$ cat config.mk
export PLATFORM = sky130hd
export DESIGN_NAME = ikaopm_regwr_sched
export DESIGN_NICKNAME = d
export VERILOG_FILES = /design/src/rtl/ikaopm_regwr_sched.sv
export SDC_FILE = /design/constraint.sdc
export NUM_CORES = 1
export LEC_CHECK = 0
export BUFFER_PORTS_ARGS = -buffer_cell sky130_fd_sc_hd__buf_2
export CAP_MARGIN = 25
export CORE_MARGIN = 2
export CORE_UTILIZATION = 61
export CTS_CLUSTER_DIAMETER = 60
export DETAILED_ROUTE_END_ITERATION = 8
export PLACE_DENSITY = 0.83
export SYNTH_ARGS = -nofsm -noshare
export SYNTH_HDL_FRONTEND = slang
export SYNTH_SLANG_ARGS = --single-unit
$ cat constraint.sdc
create_clock -name i_EMUCLK -period 2.85 [get_ports i_EMUCLK]
set_input_delay 0.1425 -clock i_EMUCLK [delete_from_list [all_inputs] [get_ports i_EMUCLK]]
set_output_delay 0.1425 -clock i_EMUCLK [all_outputs]
set_load 0.01 [all_outputs]
$ cat src/rtl/ikaopm_regwr_sched.sv
// CPU register-write scheduler: synchronizes bus writes, queues {addr,data}, commits one pair per CYCLE_31 phi1 slot then holds BUSY.
// Latency ~3 EMUCLK capture + next CYCLE_31 enable; a full queue drops data writes (sticky o_OVERRUN). IKAOPM_REGWR_FIFO_EN selects the deep queue.
module ikaopm_regwr_sched #(
  parameter int FIFO_DEPTH  = 4,
  parameter int BUSY_CYCLES = 32
) (
  input  logic       i_EMUCLK,
  input  logic       i_IC_n,
  input  logic       i_phi1_NCEN_n,
  input  logic       i_CYCLE_31,
  input  logic       i_CS_n,
  input  logic       i_WR_n,
  input  logic       i_A0,
  input  logic [7:0] i_D,
  input  logic       i_OVR_CLR,
  output logic       o_WR_STROBE,
  output logic [7:0] o_WR_ADDR,
  output logic [7:0] o_WR_DATA,
  output logic       o_BUSY,
  output logic       o_OVERRUN
);

  typedef enum logic [1:0] {S_IDLE, S_WAIT_SLOT, S_COMMIT, S_HOLD} state_t;

  // sync_q[1] is the synchronized strobe, sync_q[2] its delayed copy for edge detection
  logic [2:0] sync_q;
  logic [2:0] a0_q;
  logic [7:0] d_s1, d_s2, d_s3;
  logic       wr_evt, addr_evt, data_evt;
  logic [7:0] addr_latch;

  logic        q_empty, q_full, q_pop, q_push, q_drop;
  logic [15:0] q_head;

  state_t     state_q, state_nx;
  logic [5:0] busy_cnt_q, busy_cnt_nx;
  logic       strobe_q, strobe_nx;
  logic [7:0] wr_addr_q, wr_addr_nx;
  logic [7:0] wr_data_q, wr_data_nx;
  logic       busy_q;
  logic       overrun_q;

  always_ff @(posedge i_EMUCLK or negedge i_IC_n) begin
    if (!i_IC_n) begin
      sync_q <= 3'b111;
      a0_q   <= '0;
      d_s1   <= '0;
      d_s2   <= '0;
      d_s3   <= '0;
    end else begin
      sync_q <= {sync_q[1:0], i_CS_n | i_WR_n};
      a0_q   <= {a0_q[1:0], i_A0};
      d_s1   <= i_D;
      d_s2   <= d_s1;
      d_s3   <= d_s2;
    end
  end

  // End of a CPU write; A0/D come from the last sample taken while the write was still active
  assign wr_evt   = sync_q[1] & ~sync_q[2];
  assign addr_evt = wr_evt & ~a0_q[2];
  assign data_evt = wr_evt & a0_q[2];

  always_ff @(posedge i_EMUCLK or negedge i_IC_n) begin
    if (!i_IC_n) begin
      addr_latch <= '0;
    end else if (addr_evt) begin
      addr_latch <= d_s3;
    end
  end

  // A pop in the same cycle frees a slot, so a push onto a full queue still lands
  assign q_push = data_evt & (~q_full | q_pop);
  assign q_drop = data_evt & q_full & ~q_pop;

`ifdef IKAOPM_REGWR_FIFO_EN
  localparam int AW = $clog2(FIFO_DEPTH);

  logic [15:0] mem [FIFO_DEPTH];
  logic [AW:0] wptr, rptr;

  assign q_empty = (wptr == rptr);
  assign q_full  = (wptr[AW] != rptr[AW]) && (wptr[AW-1:0] == rptr[AW-1:0]);
  assign q_head  = mem[rptr[AW-1:0]];

  always_ff @(posedge i_EMUCLK or negedge i_IC_n) begin
    if (!i_IC_n) begin
      wptr <= '0;
      rptr <= '0;
    end else begin
      if (q_push) wptr <= wptr + 1'b1;
      if (q_pop)  rptr <= rptr + 1'b1;
    end
  end

  always_ff @(posedge i_EMUCLK) begin
    if (q_push) mem[wptr[AW-1:0]] <= {addr_latch, d_s3};
  end
`else
  logic        hold_vld;
  logic [15:0] hold_dat;
  logic [31:0] unused_depth;

  // Depth is fixed at one pair in the chip-accurate build
  assign unused_depth = FIFO_DEPTH;
  assign q_empty      = ~hold_vld;
  assign q_full       = hold_vld;
  assign q_head       = hold_dat;

  always_ff @(posedge i_EMUCLK or negedge i_IC_n) begin
    if (!i_IC_n) begin
      hold_vld <= 1'b0;
      hold_dat <= '0;
    end else if (q_push) begin
      hold_vld <= 1'b1;
      hold_dat <= {addr_latch, d_s3};
    end else if (q_pop) begin
      hold_vld <= 1'b0;
    end
  end
`endif

  always_comb begin
    state_nx    = state_q;
    busy_cnt_nx = busy_cnt_q;
    strobe_nx   = strobe_q;
    wr_addr_nx  = wr_addr_q;
    wr_data_nx  = wr_data_q;
    q_pop       = 1'b0;
    if (!i_phi1_NCEN_n) begin
      case (state_q)
        // IDLE also takes the slot directly so a pending pair never misses the first CYCLE_31
        S_IDLE, S_WAIT_SLOT: begin
          if (q_empty) begin
            state_nx = S_IDLE;
          end else if (i_CYCLE_31) begin
            q_pop      = 1'b1;
            strobe_nx  = 1'b1;
            wr_addr_nx = q_head[15:8];
            wr_data_nx = q_head[7:0];
            state_nx   = S_COMMIT;
          end else begin
            state_nx = S_WAIT_SLOT;
          end
        end
        S_COMMIT: begin
          strobe_nx   = 1'b0;
          busy_cnt_nx = 6'(BUSY_CYCLES - 1);
          state_nx    = S_HOLD;
        end
        S_HOLD: begin
          if (busy_cnt_q == 6'd0) begin
            state_nx = q_empty ? S_IDLE : S_WAIT_SLOT;
          end else begin
            busy_cnt_nx = busy_cnt_q - 6'd1;
          end
        end
        default: state_nx = S_IDLE;
      endcase
    end
  end

  always_ff @(posedge i_EMUCLK or negedge i_IC_n) begin
    if (!i_IC_n) begin
      state_q    <= S_IDLE;
      busy_cnt_q <= '0;
      strobe_q   <= 1'b0;
      wr_addr_q  <= '0;
      wr_data_q  <= '0;
    end else begin
      state_q    <= state_nx;
      busy_cnt_q <= busy_cnt_nx;
      strobe_q   <= strobe_nx;
      wr_addr_q  <= wr_addr_nx;
      wr_data_q  <= wr_data_nx;
    end
  end

  always_ff @(posedge i_EMUCLK or negedge i_IC_n) begin
    if (!i_IC_n) begin
      busy_q    <= 1'b0;
      overrun_q <= 1'b0;
    end else begin
      busy_q <= ~q_empty | (state_q != S_IDLE);
      if (q_drop) begin
        overrun_q <= 1'b1;
      end else if (i_OVR_CLR) begin
        overrun_q <= 1'b0;
      end
    end
  end

  assign o_WR_STROBE = strobe_q;
  assign o_WR_ADDR   = wr_addr_q;
  assign o_WR_DATA   = wr_data_q;
  assign o_BUSY      = busy_q;
  assign o_OVERRUN   = overrun_q;

endmodule
==> metrics.csv <==
metric,value,unit
outcome,"complete, no violations",
route.detailed.vias_per_inst,5.455,
power_density,913.3,nW/µm²
cts_tree,yes,
critical_path.endpoint_type,flop,
synth_cell_types,36,
most-common-layout-cells,"sky130_fd_sc_hd__dfrtp_1 (79), sky130_fd_sc_hd__buf_2 (33), sky130_fd_sc_hd__mux2_2 (30)",
ir_drop,0.6331,mV
final.min_clock_period,2.006,ns
max-cap-violations,0,
fin_skew,0.008041,ns
antenna_found_initial,0,
port_buffers,34,
timing.critical_path.slowest_cell_delay,0.56,ns
worst_r2r_startpoint,state_q[1]$_DFFE_PN0P_,
worst_slack,0.8440,ns
dr.max_layer_used,met4,
fmaxAchievable,498.5,MHz
worst_path_dominant_cell_family,compound AO/OA/AOI/OAI gates,
seq_area_frac_synth,0.6941,
wl_met2,2260,µm
cp_num_buf_inv,0,
nets,256,
ant_nets,0,
worst_hold_path.endpoint,state_q[0]$_DFFE_PN0P_,
detailed_router_s_first_iteration_violation_count,59,
rsz0062_at_grt,false,
max-slew-margin-rel,0.4963,
worstHoldPathType,input pin to flop,
drt-pass1-iter-count,4,
synth_enable_flop_cells,0,
setup.worst_path.class,flop to flop,
gp_congestion,0.8529,
num_vias,1620,
postSynthRegisterBits,82,
routed_wl,4704,µm
final_common_cell,sky130_fd_sc_hd__dfrtp_1,
drv_slew,0,
ys.warnings.count,0,
hold_viol_final,0,
nFillCells,275,
detailed_place_hpwl,2884,µm
number_of_global_route_vias_before_repair,1667,
hp-start,i_phi1_NCEN_n,
post_synth.cell_area_avg,16.10,µm²
die_area,5429,µm²
floorplan.io_pins,35,
setup_viol_count_final,0,
grt_util_all_layers,0.2047,
cp.depth,3,
pin_count_of_the_biggest_net_entering_global_routing,83,
syn_to_final_growth,19.10,%
num_rows,25,
clk_pin_slew,0.08,ns
post_synth_inst_count,184,
post-route-drc-count,0,
number_of_buffers_added_by_the_clock_tree_synthesis_step,9,
postSynth.asyncResetShare,1.000,
worstMarginPinSlew,0.7522,ns
worstHoldPathCells,2,
effective_utilization_at_floorplan,0.6312,
floorplan.core_area,4692,µm²
clock_sink_count,82,
critPathRequiredTime,3.08,ns
routedLengthMet1,2149,µm
diodes,0,
critical_path.startpoint_type,flop,
clk-insertion-delay-late,0.34,ns
crit_path_cell_trace,or3b_4 > a21oi_4 > mux2_2,
timing.reg2reg.worst_path_depth,3,
layout-drive-gt1-share,0.4074,
crit_slowest_cell,sky130_fd_sc_hd__a21oi_4,
cellLeakagePower,1.631,nW
timing.reg2reg.setup_slack,0.84,ns
met3_wirelength,175,µm
preCtsSetupSlack,0.8580,ns
gr-total-overflow,0,
clock_tree.root_cell,sky130_fd_sc_hd__clkbuf_8,
whs,0.09599,ns
min_period_over_period,0.7038,
synth_flop_cell,sky130_fd_sc_hd__dfrtp_1,
die-width,73.68,µm
global_route_wire_length_before_repair,8086,µm
avgRoutedWirePerCell,15.84,µm
post_synth_instance_area,2962,µm²
setup-tns-final,0,ns
floorplan.die.height,73.68,µm
timing.critical_path.arrival,2.24,ns
worstReg2RegEnd,hold_dat[1]$_DFFE_PN0P_,
post_synthesis_net_count,202,
cts-htree-levels,3,
cts_buffer_depth,2,
worstPathMaxFanout,16,
==> worst max path at each step <==
stage,startpoint,end,slack [ns]
global route,state_q[1]$_DFFE_PN0P_,hold_dat[2]$_DFFE_PN0P_,0.76
finish,state_q[1]$_DFFE_PN0P_,hold_dat[1]$_DFFE_PN0P_,0.84
floorplan,busy_cnt_q[0]$_DFFE_PN0P_,busy_cnt_q[0]$_DFFE_PN0P_,1.10
CTS,state_q[1]$_DFFE_PN0P_,hold_dat[1]$_DFFE_PN0P_,0.83
detailed placement,state_q[1]$_DFFE_PN0P_,hold_dat[1]$_DFFE_PN0P_,0.86
global placement,state_q[1]$_DFFE_PN0P_,hold_dat[4]$_DFFE_PN0P_,0.90
==> synthesized netlist by cell type (3+ instances only) <==
master	number	area (µm²)
sky130_fd_sc_hd__dfrtp_1	79	1977
sky130_fd_sc_hd__mux2_2	30	337.8
sky130_fd_sc_hd__mux2_4	10	150.1
sky130_fd_sc_hd__nand2_1	8	30.03
sky130_fd_sc_hd__inv_1	6	22.52
sky130_fd_sc_hd__o2111ai_1	4	35.03
sky130_fd_sc_hd__dfstp_2	3	78.83
sky130_fd_sc_hd__nand2b_1	3	18.77
sky130_fd_sc_hd__nor2_1	3	11.26
sky130_fd_sc_hd__o21ai_0	3	15.01
==> registers in the layout (all words and copies together), names as in the netlist, 2 cells and up <==
register	cells
hold_dat	16
addr_latch	8
d_s1	8
d_s2	8
d_s3	8
o_WR_ADDR	8
o_WR_DATA	8
busy_cnt_q	6
a0_q	3
sync_q	3
state_q	2
==> logic make-up after synthesis <==
group                    after synthesis  synth area share
flip-flops                            82            0.6941
multiplexers                          40            0.1648
AND/OR/NAND/NOR                       29           0.05999
AO/OA/AOI/OAI                         20           0.05239
buffers and inverters                 11           0.02028
adder cells (fa/ha/maj)                2          0.008448
==> per-layer routing <==
layer,global-route usage,vias up
met4,0.1232,0
met2,0.2937,41
met1,0.2933,814
met5,0,-
met3,0.03841,9
li1,-,756
==> per-stage QoR <==
step	std cells	power, mW	utilization	instance area, µm²
2_1_floorplan	184	2.118	-	2962
3_3_place_gp	267	2.337	0.6744	3164
3_5_place_dp	267	2.389	0.6744	3164
4_1_cts	296	3.245	0.7459	3500
5_1_grt	297	3.408	0.7517	3527
6_report	297	3.221	0.7517	3527
==> final cells by class <==
type                       instances  area (µm²)  area share
tap                               54       67.56     0.01916
inverter                           6       22.52    0.006385
sequential                        82        2056      0.5828
clock buffer                      12       155.1     0.04399
timing repair buffer              48       330.3     0.09365
multi-input combinational         91       845.8      0.2398
clock inverter                     4       50.05     0.01419
==> where the power goes <==
part           switching [mW]  internal, mW  leakage [nW]  total [mW]
Sequential              0.214          1.48         0.972        1.69
Clock                   0.393         0.451        0.0986       0.844
Combinational           0.285         0.399         0.560       0.684
==> what timing repair did <==
action,4_1_cts,5_1_grt
buffers inserted,0,0
hold endpoints to repair,90,0
resized for setup,0,0
hold buffers,13,0
Note: power is estimated with default switching activity, not from simulation.
